File: config.mk
export PLATFORM = sky130hd
export DESIGN_NAME = mem_arbiter_flat
export DESIGN_NICKNAME = d
export VERILOG_FILES = /design/src/rtl/mem_pkg.sv /design/src/rtl/mem_arbiter_if.sv /design/src/rtl/mem_arbiter.sv /design/src/flat_wrapper.sv
export SDC_FILE = /design/constraint.sdc
export NUM_CORES = 1
export LEC_CHECK = 0
export BUFFER_PORTS_ARGS = -buffer_cell sky130_fd_sc_hd__buf_2
export CAP_MARGIN = 20
export CORE_AREA = 2 2 130 132
export DETAILED_ROUTE_END_ITERATION = 12
export DIE_AREA = 0 0 132 134
export PLACE_DENSITY = 0.84
export SLEW_MARGIN = 30
export SYNTH_ARGS = -nofsm -noshare
export SYNTH_HDL_FRONTEND = slang
export SYNTH_SLANG_ARGS = --single-unit
export TNS_END_PERCENT = 5
File: constraint.sdc
create_clock -name clk -period 2.1 [get_ports clk]
set_clock_uncertainty 0.15 [all_clocks]
set_input_delay 0.63 -clock clk [delete_from_list [all_inputs] [get_ports clk]]
set_output_delay 0.63 -clock clk [all_outputs]
set_load 0.005 [all_outputs]
File: src/rtl/mem_pkg.sv
// Shared memory-subsystem geometry and arbiter state encoding, used by the caches,
// the unified memory and the miss arbiter.
package mem_pkg;
    localparam int ADDR_W  = 16;
    localparam int OFF_W   = 2;
    localparam int TAG_W   = 8;
    localparam int IDX_W   = ADDR_W - OFF_W - TAG_W;
    localparam int LINE_W  = 64;
    localparam int LADDR_W = ADDR_W - OFF_W;

    typedef enum logic [1:0] {
        IDLE = 2'd0,
        WB   = 2'd1,
        FILL = 2'd2,
        DONE = 2'd3
    } arb_state_t;
endpackage

File: src/rtl/mem_arbiter_if.sv
// Line-granular main-memory bus: the arbiter is the master, the unified memory the slave.
interface mem_arbiter_if;
    import mem_pkg::*;

    logic [LADDR_W-1:0] mem_addr;
    logic               mem_re;
    logic               mem_we;
    logic [LINE_W-1:0]  mem_wdata;
    logic [LINE_W-1:0]  mem_rdata;
    logic               mem_rdy;

    modport master (
        output mem_addr, mem_re, mem_we, mem_wdata,
        input  mem_rdata, mem_rdy
    );

    modport slave (
        input  mem_addr, mem_re, mem_we, mem_wdata,
        output mem_rdata, mem_rdy
    );
endinterface

File: src/rtl/mem_arbiter.sv
// I/D-cache miss arbiter: D first, optional dirty write-back, line fetch, one-cycle fill.
// Optional saturating activity counters are built when ARB_STATS_EN is defined.
module mem_arbiter
    import mem_pkg::*;
(
    input  logic               clk,
    input  logic               rst,
    input  logic               i_miss,
    input  logic [ADDR_W-1:0]  i_addr,
    input  logic               d_miss,
    input  logic [ADDR_W-1:0]  d_addr,
    input  logic               d_victim_dirty,
    input  logic [TAG_W-1:0]   d_victim_tag,
    input  logic [LINE_W-1:0]  d_victim_line,
    mem_arbiter_if.master      bus,
    output logic [LINE_W-1:0]  fill_line,
    output logic [IDX_W-1:0]   fill_idx,
    output logic [TAG_W-1:0]   fill_tag,
    output logic               i_fill_we,
    output logic               d_fill_we
`ifdef ARB_STATS_EN
    ,
    output logic [15:0]        stat_i_fills,
    output logic [15:0]        stat_d_fills,
    output logic [15:0]        stat_writebacks
`endif
);
    arb_state_t         state, state_n;
    logic               grant_d, grant_d_n;
    logic               gap, gap_n;
    logic [LADDR_W-1:0] miss_line, miss_line_n;
    logic [LADDR_W-1:0] mem_addr_n;
    logic [LINE_W-1:0]  mem_wdata_n, fill_line_n;
    logic [IDX_W-1:0]   fill_idx_n;
    logic [TAG_W-1:0]   fill_tag_n;
    logic               mem_re_n, mem_we_n, i_fill_n, d_fill_n;

    logic unused_offsets;
    assign unused_offsets = ^{i_addr[OFF_W-1:0], d_addr[OFF_W-1:0]};

    // Outputs are computed from the next state so every port comes straight from a flop.
    always_comb begin
        state_n     = state;
        grant_d_n   = grant_d;
        gap_n       = gap;
        miss_line_n = miss_line;
        mem_addr_n  = bus.mem_addr;
        mem_wdata_n = bus.mem_wdata;
        mem_re_n    = 1'b0;
        mem_we_n    = 1'b0;
        fill_line_n = fill_line;
        fill_idx_n  = fill_idx;
        fill_tag_n  = fill_tag;
        i_fill_n    = 1'b0;
        d_fill_n    = 1'b0;
        case (state)
            IDLE: begin
                // The first IDLE after a fill gives the cache time to drop its served miss.
                if (gap) begin
                    gap_n = 1'b0;
                end else if (d_miss) begin
                    grant_d_n   = 1'b1;
                    miss_line_n = d_addr[ADDR_W-1:OFF_W];
                    if (d_victim_dirty) begin
                        state_n     = WB;
                        mem_we_n    = 1'b1;
                        mem_addr_n  = {d_victim_tag, d_addr[OFF_W+IDX_W-1:OFF_W]};
                        mem_wdata_n = d_victim_line;
                    end else begin
                        state_n    = FILL;
                        mem_re_n   = 1'b1;
                        mem_addr_n = d_addr[ADDR_W-1:OFF_W];
                    end
                end else if (i_miss) begin
                    grant_d_n   = 1'b0;
                    miss_line_n = i_addr[ADDR_W-1:OFF_W];
                    state_n     = FILL;
                    mem_re_n    = 1'b1;
                    mem_addr_n  = i_addr[ADDR_W-1:OFF_W];
                end
            end
            WB: begin
                if (bus.mem_rdy) begin
                    state_n    = FILL;
                    mem_re_n   = 1'b1;
                    mem_addr_n = miss_line;
                end else begin
                    mem_we_n = 1'b1;
                end
            end
            FILL: begin
                if (bus.mem_rdy) begin
                    state_n     = DONE;
                    fill_line_n = bus.mem_rdata;
                    fill_idx_n  = miss_line[IDX_W-1:0];
                    fill_tag_n  = miss_line[LADDR_W-1:IDX_W];
                    i_fill_n    = ~grant_d;
                    d_fill_n    = grant_d;
                end else begin
                    mem_re_n = 1'b1;
                end
            end
            DONE: begin
                state_n = IDLE;
                gap_n   = 1'b1;
            end
            default: state_n = IDLE;
        endcase
    end

    always_ff @(posedge clk) begin
        if (rst) begin
            state         <= IDLE;
            grant_d       <= 1'b0;
            gap           <= 1'b0;
            miss_line     <= '0;
            bus.mem_addr  <= '0;
            bus.mem_wdata <= '0;
            bus.mem_re    <= 1'b0;
            bus.mem_we    <= 1'b0;
            fill_line     <= '0;
            fill_idx      <= '0;
            fill_tag      <= '0;
            i_fill_we     <= 1'b0;
            d_fill_we     <= 1'b0;
        end else begin
            state         <= state_n;
            grant_d       <= grant_d_n;
            gap           <= gap_n;
            miss_line     <= miss_line_n;
            bus.mem_addr  <= mem_addr_n;
            bus.mem_wdata <= mem_wdata_n;
            bus.mem_re    <= mem_re_n;
            bus.mem_we    <= mem_we_n;
            fill_line     <= fill_line_n;
            fill_idx      <= fill_idx_n;
            fill_tag      <= fill_tag_n;
            i_fill_we     <= i_fill_n;
            d_fill_we     <= d_fill_n;
        end
    end

`ifdef ARB_STATS_EN
    function automatic logic [15:0] sat_inc(input logic [15:0] v, input logic en);
        return (en && (v != 16'hFFFF)) ? v + 16'd1 : v;
    endfunction

    logic wb_done;
    assign wb_done = (state == WB) && bus.mem_rdy;

    always_ff @(posedge clk) begin
        if (rst) begin
            stat_i_fills    <= '0;
            stat_d_fills    <= '0;
            stat_writebacks <= '0;
        end else begin
            stat_i_fills    <= sat_inc(stat_i_fills, i_fill_we);
            stat_d_fills    <= sat_inc(stat_d_fills, d_fill_we);
            stat_writebacks <= sat_inc(stat_writebacks, wb_done);
        end
    end
`endif
endmodule

File: src/flat_wrapper.sv
// flat-port wrapper written by rule: the top's interface ports become plain ports
module mem_arbiter_flat import mem_pkg::*;
  (clk, rst, i_miss, i_addr, d_miss, d_addr, d_victim_dirty, d_victim_tag, d_victim_line, fill_line, fill_idx, fill_tag, i_fill_we, d_fill_we, bus_mem_addr, bus_mem_re, bus_mem_we, bus_mem_wdata, bus_mem_rdata, bus_mem_rdy);
  mem_arbiter_if bus_i ();
  input  logic clk;
  input  logic rst;
  input  logic i_miss;
  input  logic [ADDR_W-1:0] i_addr;
  input  logic d_miss;
  input  logic [ADDR_W-1:0] d_addr;
  input  logic d_victim_dirty;
  input  logic [TAG_W-1:0] d_victim_tag;
  input  logic [LINE_W-1:0] d_victim_line;
  output logic [LINE_W-1:0] fill_line;
  output logic [IDX_W-1:0] fill_idx;
  output logic [TAG_W-1:0] fill_tag;
  output logic i_fill_we;
  output logic d_fill_we;
  output wire logic [$bits(bus_i.mem_addr)-1:0] bus_mem_addr;
  output wire logic [$bits(bus_i.mem_re)-1:0] bus_mem_re;
  output wire logic [$bits(bus_i.mem_we)-1:0] bus_mem_we;
  output wire logic [$bits(bus_i.mem_wdata)-1:0] bus_mem_wdata;
  input wire logic [$bits(bus_i.mem_rdata)-1:0] bus_mem_rdata;
  input wire logic [$bits(bus_i.mem_rdy)-1:0] bus_mem_rdy;
  assign bus_mem_addr = bus_i.mem_addr;
  assign bus_mem_re = bus_i.mem_re;
  assign bus_mem_we = bus_i.mem_we;
  assign bus_mem_wdata = bus_i.mem_wdata;
  assign bus_i.mem_rdata = bus_mem_rdata;
  assign bus_i.mem_rdy = bus_mem_rdy;
  mem_arbiter u_core (.clk(clk), .rst(rst), .i_miss(i_miss), .i_addr(i_addr), .d_miss(d_miss), .d_addr(d_addr), .d_victim_dirty(d_victim_dirty), .d_victim_tag(d_victim_tag), .d_victim_line(d_victim_line), .bus(bus_i), .fill_line(fill_line), .fill_idx(fill_idx), .fill_tag(fill_tag), .i_fill_we(i_fill_we), .d_fill_we(d_fill_we));
endmodule
[Yosys cells after proc, flatten, opt, wreduce, memory -nomap -nowiden]
Cells that the tools add are included.
Word-level totals
  output and inout bits: 160
  word-level logic and storage cells: 62
  register bits: 178
  input port bits: 174
Operators by class
  bitwise logic cells: 4
  eq/ne operators: 7
  multiplexer cells: 28
  reductions and logical operators: 10
Operator list (count)
  $mux 14: 6
  $pmux 14 s2: 1
  $mux 2: 6
  $reduce_and 4->1: 3
  $mux 1: 11
  $pmux 2 s4: 1
  $ne 2x2->1 const B: 3
  $reduce_bool 2->1: 3
  $eq 2x2->1 const B: 2
  $not 1->1: 4
  $pmux 1 s2: 2
  $ne 3x3->1 const B: 1
  $pmux 1 s3: 1
  $reduce_and 3->1: 1
  $reduce_or 3->1: 1
  $eq 2x1->1 const B: 1
  $logic_not 2->1: 1
  $reduce_and 2->1: 1

[Depth between registers and ports, before layout]
Gate-level depths: netlist of the first run.
  word-level depth: 4
  gate-level depth with buffers: 8
  depth with buffers taken out: 5

[Least setup slack after synthesis of the first run]
No wires, ideal clock.
  path type: input port to flip-flop
  start point: in d_victim_dirty
  end point: reg u_core.bus.mem_addr[6]
  path buffers: 1
  stages on the path: 4
  data required time: 1.801 ns
  data arrival time: 1.453 ns
  slack: 0.349 ns
  library setup time: 0.149 ns
  path through: buf_4 mux2_2 a221oi_1 a221oi_1
On the way
  word-level cells in the longest chain between the ends: 4
Ends and longest elaborated chain
  start: declaration: line flat_wrapper.sv:11  | input logic d_victim_dirty;
  $mux 14: line mem_arbiter.sv:64  | if (d_victim_dirty) begin
  $mux 14: line mem_arbiter.sv:61  | end else if (d_miss) begin
  $mux 14: line mem_arbiter.sv:59  | if (gap) begin
  $pmux 14 s2: line mem_arbiter.sv:56  | case (state)
  end signal: assignment: line mem_arbiter.sv:131  | bus.mem_addr <= mem_addr_n;
  end: declaration: line mem_arbiter_if.sv:13  | output mem_addr, mem_re, mem_we, mem_wdata,
No other way between the ends. The select of a mux whose other input is x is not followed.
A chain may end at the register's enable or synchronous reset.

[Worst setup path after layout of the first run]
  start point: reg u_core.state[1]
  end point: reg u_core.bus.mem_addr[12]
On the way
  word-level cells in the longest chain between the ends: 3
  elaborated cells on any way between the ends: 8
  those cells by class: eq/ne: 4; mux: 1; reduce/logical: 3
Ends and longest elaborated chain
  start: declaration: line mem_arbiter.sv:28  | arb_state_t state, state_n;
  start signal: assignment: line mem_arbiter.sv:127  | state <= state_n;
  $eq 2x1->1 / $logic_not 2->1 (equally long branches): line mem_arbiter.sv:56
  $ne 2x2->1 (no line), or another cell as far along
  $reduce_and 4->1 (no line)
Parallel ways exist; a longest one is shown, timed or not.

==> results of run 1 <==
stage by stage:
step	hold slack, ns	setup TNS [ns]
CTS	0.269	0
detailed placement	0.293	0
floorplan	0.259	0
finish	0.282	0
global placement	0.289	0
global route	0.263	-0.167
timing repair:
action / in CTS / in global routing
endpoints found under the setup margin: 0 / 13
hold buffers: 0 / 0
setup buffers: 0 / 0
gates resized for setup: 0 / 1
power groups by stage:
stage               sequential (mW)  combinational (mW)  clock [mW]
finish                         4.23                2.91        3.01
global route                   4.29                3.21        3.23
CTS                            4.22                2.92        3.07
detailed placement             4.29                2.91           0
global placement               4.27                2.84           0
floorplan                      4.29                1.76           0
sequential cells by signal (all words and copies together), names as in the netlist:
name	flops
u_core.miss_line	14
u_core.state	2
u_core.fill_idx	6
u_core.bus.mem_wdata	64
u_core.fill_tag	8
u_core.d_fill_we	1
u_core.bus.mem_we	1
u_core.bus.mem_addr	14
u_core.i_fill_we	1
u_core.grant_d	1
u_core.gap	1
u_core.fill_line	64
u_core.bus.mem_re	1
worst min-delay path, delay by kind of cell:
kind / cells / cell delay (ns)
buffers and inverters: 1 / 0.09
AOI/OAI and AO/OA: 1 / 0.05
and+or+nand+nor: 1 / 0.04
cell type report:
class / instances / area, um^2 / area share
tap: 220 / 275 / 0.0293
inverter: 5 / 18.8 / 0.00200
clock buffer: 19 / 443 / 0.0472
timing repair buffer: 358 / 1980 / 0.211
multi-input combinational: 585 / 2990 / 0.318
sequential: 178 / 3560 / 0.380
clock inverter: 13 / 118 / 0.0125
logic make-up after synthesis:
group / Yosys count
AOI/OAI and AO/OA: 195
adders and majority gates: 5
buffers and inverters: 72
DFF: 178
muxes: 30
and+or+nand+nor: 355
per-layer routing:
layer / vias to the layer above / part of all wire / track usage
met5: - / 0.00034 / 0
met4: 2 / 0.021 / 0.0797
met1: 3130 / 0.40 / 0.268
met3: 34 / 0.078 / 0.0650
met2: 300 / 0.50 / 0.393
li1: 3402 / - / -
cells in the final DEF (no fill, tap or decap), drive strengths merged, types with 4 or more instances in the layout:
cell type,n
nand2,295
a21oi,156
clkbuf,19
a211oi,7
nor3,14
nand2b,7
inv,12
buf,358
mux2i,15
a221oi,17
nor3b,8
ha,5
mux2,15
nor2b,4
o211ai,6
dfxtp,178
nor2,13
o21ai,4
worst max path at each step:
stage | depth (start not counted) | end | slack, ns | startpoint
floorplan | 4 | u_core.bus.mem_addr[6] | 0.35 | d_victim_dirty
global placement | 4 | u_core.bus.mem_addr[11] | 0.11 | d_victim_dirty
detailed placement | 4 | u_core.bus.mem_addr[9] | 0.07 | d_miss
CTS | 5 | u_core.bus.mem_addr[13] | 0.08 | u_core.state[1]
global route | 5 | u_core.bus.mem_addr[11] | -0.04 | u_core.state[1]
finish | 5 | u_core.bus.mem_addr[12] | 0.07 | u_core.state[1]
==> impl_metrics.py, run 1 <==
metrics = {
    "detailed_routing": {
        "drt_pass1_iterations": 7,
        "vias": 6868,
        "ant_nets": 0,
        "wl_per_cell_um": 15.0,
        "drt_iter0_markers": 387,
        "route.detailed.drc": 0,
        "routed_via_density": 4.98,
        "routed_wirelength_mm": 20.7,
    },
    "final_layout": {
        "finalInstanceArea_um2": 9390,
        "fill_cells": 1512,
        "fin_nets": 1324,
        "n_antenna_cell": 0,
        "layout-area-overhead-vs-synth_pct": 35.3,
        "final_layout_size_suffix_gt1_frac": 0.364,
        "final_cells": 1378,
        "post-route-util": 0.576,
    },
    "synthesis": {
        "synth_warnings": 0,
        "netlist_instances": 835,
        "synthSimpleGateAreaFrac": 0.216,
        "synth_edf_count": 0,
        "synth_nets": 1014,
        "synth.avg_cell_area_um2": 8.31,
        "synth_fa_ha_area_frac": 0.00902,
        "synth-compound-area-share": 0.158,
        "synth_top_family_by_area": "simple AND/OR/NAND/NOR gates",
        "synthMuxAreaShare": 0.0460,
        "synth-xor-area-share": 0,
        "async_reset_ff_frac": 0,
        "synth_commonest_cells": "nand2_1, dfxtp_1, a21oi_1, clkbuf_1, buf_2",
        "synth_top_cell_by_area": "dfxtp_1",
        "synth_area_um2": 6940,
        "synth_seq_area_share": 0.514,
        "synth_cell_type_count": 39,
        "synth_ff_type": "dfxtp_1",
        "post-synth-top-count-cell": "nand2_1",
        "synthTopCellsByArea": "dfxtp_1, nand2_1, a21oi_1",
        "synth_seq_cells": 178,
        "synth_top_area_share": 0.514,
    },
    "placed_design": {
        "place_ws_ns": 0.0750,
        "placed_area_um2": 8820,
        "numPortBuffers": 329,
        "place_congestion": 0.815,
        "placed_cells": 1346,
        "hpwl_mm": 15.4,
    },
    "clock_tree": {
        "numCtsBuffers": 17,
        "clk_latency_ns": 0.42,
        "cts_tree": "yes",
        "path_clk_slew_ns": 0.07,
        "clk_path_buf_depth": 2,
        "clock-sinks": 178,
        "htree_num_levels": 4,
        "cts_root_buf": "clkbuf_16",
    },
    "timing": {
        "setup_slack_ns": 0.0689,
        "slew_viol_final": 0,
        "setup_viol": 0,
        "max_freq_mhz": 492,
        "hold_viol_final": 0,
        "period_minus_slack_ns": 2.03,
        "worst_slew_pin_slew_ns": 0.629,
        "fin_crit_sh": 0.967,
        "rsz0062_at_grt": "true",
        "slew-limit-headroom": 0.580,
    },
    "floorplanning": {
        "core_area_um2": 16300,
        "start_util": 0.426,
        "io-pin-count": 334,
        "fp.dieW_um": 132,
        "die_h_um": 134,
        "dieArea_um2": 17700,
        "rows": 47,
    },
    "power_and_ir_drop": {
        "ir_worst_vdd_uv": 584,
        "pwr-share-comb": 0.287,
        "p_sw_mw": 3.38,
        "switching_share": 0.333,
        "p_total_mw": 10.2,
        "static-leakage-power_nw": 4.26,
        "seqPwrFrac": 0.417,
        "p_clk_frac": 0.297,
        "internal_power_mw": 6.77,
        "power_density_nw_per_um2": 1080,
    },
    "grt": {
        "grt_pass1_wl_mm": 32.2,
        "antenna_found_initial": 1,
        "grt_max_degree": 71,
        "grt.total_usage": 0.226,
        "grt-ovfl-total": 0,
        "first_global_vias": 6428,
    },
    "setup_path": {
        "ff2ff_path_depth": 5,
        "r2r-end": "u_core.bus.mem_addr[12]",
        "critical-path-top-delay-family": "compound AO/OA/AOI/OAI gates",
        "worstPathCellList": "inv_1, ha_1, nor2b_1, a211oi_2, a221oi_1",
        "end_kind": "register",
        "crit_type": "register to register",
        "critPathSlowestCell": "a211oi_2",
        "rrSetupSlack_ns": 0.07,
        "required_ns": 2.22,
        "crit_fanout": 9,
        "r2r_start": "u_core.state[1]",
        "cp.arrival_ns": 2.15,
        "worstSetupStartpointType": "register",
        "crit_buf_inv": 1,
        "max_stage_delay_ns": 0.51,
    },
    "min_path": {
        "hold_depth": 3,
        "hold_class": "primary input to register",
        "min_to": "u_core.fill_line[34]",
        "min_from": "bus_mem_rdata[34]",
    },
    "flow_run": {
        "cap_violations": 0,
    },
    "outcome": {
        "outcome": "finished clean",
    },
}
Power figures use the tool's default switching activity.
==> run 2: changes to the inputs <==
Settings changed: CORE_AREA 2 2 130 132 to 2 2 131 133, CTS_BUF_LIST from default to sky130_fd_sc_hd__clkbuf_2 sky130_fd_sc_hd__clkbuf_4 sky130_fd_sc_hd__clkbuf_8, DIE_AREA 0 0 132 134 to 0 0 133 135, PLACE_DENSITY 0.84 to 0.83.
==> run 2 against run 1 <==
  * Sequential share of layout area up 0.79 points
  * Clock power decreased by 14%
  * Largest power group unchanged
  * Global-route usage down 0.47 points
  * Highest routed layer is now met4
  * Critical path depth rose by 1
  * Die area is 1.5% higher
==> impl_metrics.py, run 2 (same netlist as run 1, synthesis figures left out) <==
metrics = {
    "outcome": {
        "outcome": "finished clean",
    },
    "timing": {
        "hold_viol_final": 0,
        "worst_slew_pin_slew_ns": 0.514,
        "slew_viol_final": 0,
        "period_minus_slack_ns": 1.92,
        "max_freq_mhz": 520,
        "slew-limit-headroom": 0.656,
        "setup_slack_ns": 0.178,
        "setup_viol": 0,
        "rsz0062_at_grt": "false",
        "setup_tns_ns": 0,
        "fin_crit_sh": 0.915,
    },
    "placed_design": {
        "placed_area_um2": 8740,
        "place_ws_ns": -0.0166,
        "placed_cells": 1342,
        "hpwl_mm": 15.0,
        "place_congestion": 0.817,
        "numPortBuffers": 329,
    },
    "detailed_routing": {
        "routed_wirelength_mm": 20.5,
        "vias": 6792,
        "ant_nets": 0,
        "drt_iter0_markers": 326,
        "drt_pass1_iterations": 4,
        "route.detailed.drc": 0,
        "routed_via_density": 4.94,
        "wl_per_cell_um": 14.9,
    },
    "power_and_ir_drop": {
        "seqPwrFrac": 0.436,
        "internal_power_mw": 6.44,
        "power_density_nw_per_um2": 1050,
        "p_sw_mw": 3.25,
        "switching_share": 0.335,
        "static-leakage-power_nw": 4.17,
        "ir_worst_vdd_uv": 589,
        "p_clk_frac": 0.267,
        "pwr-share-comb": 0.297,
    },
    "clock_tree": {
        "cts_root_buf": "clkbuf_8",
        "numCtsBuffers": 17,
        "clk_latency_ns": 0.45,
        "clk_path_buf_depth": 2,
        "htree_num_levels": 4,
        "clock-sinks": 178,
        "path_clk_slew_ns": 0.10,
        "cts_tree": "yes",
    },
    "floorplanning": {
        "fp.dieW_um": 133,
        "core_area_um2": 16400,
        "die_h_um": 135,
        "dieArea_um2": 18000,
        "start_util": 0.423,
        "io-pin-count": 334,
        "rows": 47,
    },
    "grt": {
        "grt_pass1_wl_mm": 31.6,
        "grt-ovfl-total": 0,
        "antenna_found_initial": 2,
        "grt.total_usage": 0.221,
        "first_global_vias": 6306,
        "grt_max_degree": 81,
    },
    "final_layout": {
        "finalInstanceArea_um2": 9200,
        "final_layout_size_suffix_gt1_frac": 0.364,
        "fin_nets": 1320,
        "final_cells": 1374,
        "layout_commonest_cell": "buf_2",
        "final_cell_mix": "buf_2, nand2_1, dfxtp_1, a21oi_1, buf_4",
        "layout-area-overhead-vs-synth_pct": 32.6,
        "reg.largest.list": "u_core.bus.mem_wdata: 64 flops, u_core.fill_line: 64 flops",
    },
    "setup_path": {
        "worstSetupStartpointType": "register",
        "worstPathCellList": "inv_1, ha_1, and2_2, buf_12, nand2_1, a21oi_1",
        "cp.arrival_ns": 2.14,
        "end_kind": "register",
        "crit_type": "register to register",
        "max_stage_delay_ns": 0.40,
        "crit_fanout": 40,
        "critPathSlowestCell": "and2_2",
        "required_ns": 2.32,
    },
    "flow_run": {
        "cap_violations": 0,
    },
    "min_path": {
        "hold_class": "primary input to register",
    },
}
## run 2: cell types whose count changed in the layout (fill, tap and decap cells not counted), sizes merged
cell,previous run,this run
buf,358,354
bufinv,0,4
clkbuf,19,17
clkinv,3,2
clkinvlp,3,2
diode,0,2
inv,12,10
## run 2: power groups by stage
| stage | clock network [mW] | logic [mW] | registers [mW] |
|---|---|---|---|
| floorplan | 0 | 1.76 | 4.29 |
| global placement | 0 | 2.79 | 4.27 |
| detailed placement | 0 | 2.85 | 4.29 |
| CTS | 2.66 | 2.86 | 4.22 |
| global route | 2.80 | 3.18 | 4.29 |
| finish | 2.59 | 2.88 | 4.23 |
## run 2: through the flow
step,power (mW),hold slack [ns],util
6_report,9.69,0.252,0.560
5_1_grt,10.3,0.215,0.560
4_1_cts,9.73,0.213,0.559
3_5_place_dp,7.14,0.293,0.533
3_3_place_gp,7.05,0.289,0.533
2_1_floorplan,6.05,0.259,-
## run 2: critical path, delay by kind of cell, from the launching register on
kind / cells / cell delay (ns)
AOI/OAI and AO/OA: 1 / 0.15
DFF: 1 / 0.36
buffers and inverters: 2 / 0.37
and+or+nand+nor: 2 / 0.51
adders and majority gates: 1 / 0.28
## run 2: what timing repair did
| item | CTS | global route |
|---|---|---|
| hold endpoints to repair | 0 | 0 |
| setup endpoints to repair | 0 | 15 |
| gates resized for setup | 0 | 5 |
| hold buffers | 0 | 0 |
| setup buffers | 0 | 0 |
## run 2: worst paths after layout
| path | startpoint | end | slack, ns | cells after the start |
|---|---|---|---|---|
| worst max-delay path | u_core.state[0] | u_core.fill_line[21] | 0.18 | 6 |
| worst min-delay path | d_victim_line[9] | u_core.bus.mem_wdata[9] | 0.25 | 3 |
| worst max register to register | u_core.state[0] | u_core.fill_line[21] | 0.18 | 6 |
| worst min register to register | u_core.fill_tag[5] | u_core.fill_tag[5] | 0.30 | 2 |
## run 2: layer usage
| layer | part of all wire | up-vias | track usage |
|---|---|---|---|
| met3 | 0.080 | 31 | 0.0631 |
| met5 | 0 | - | 0 |
| met2 | 0.50 | 292 | 0.388 |
| li1 | - | 3392 | - |
| met1 | 0.40 | 3077 | 0.259 |
| met4 | 0.020 | 0 | 0.0806 |
## run 2: layout make-up
| cell class | instances | area, um^2 |
|---|---|---|
| Inverter | 5 | 18.8 |
| Tap cell | 220 | 275 |
| Fill cell | 1492 | 7210 |
| Clock buffer | 17 | 234 |
| Sequential cell | 178 | 3560 |
| Clock inverter | 13 | 198 |
| Multi-Input combinational cell | 585 | 3000 |
| Timing Repair Buffer | 354 | 1900 |
| Antenna cell | 2 | 5.00 |
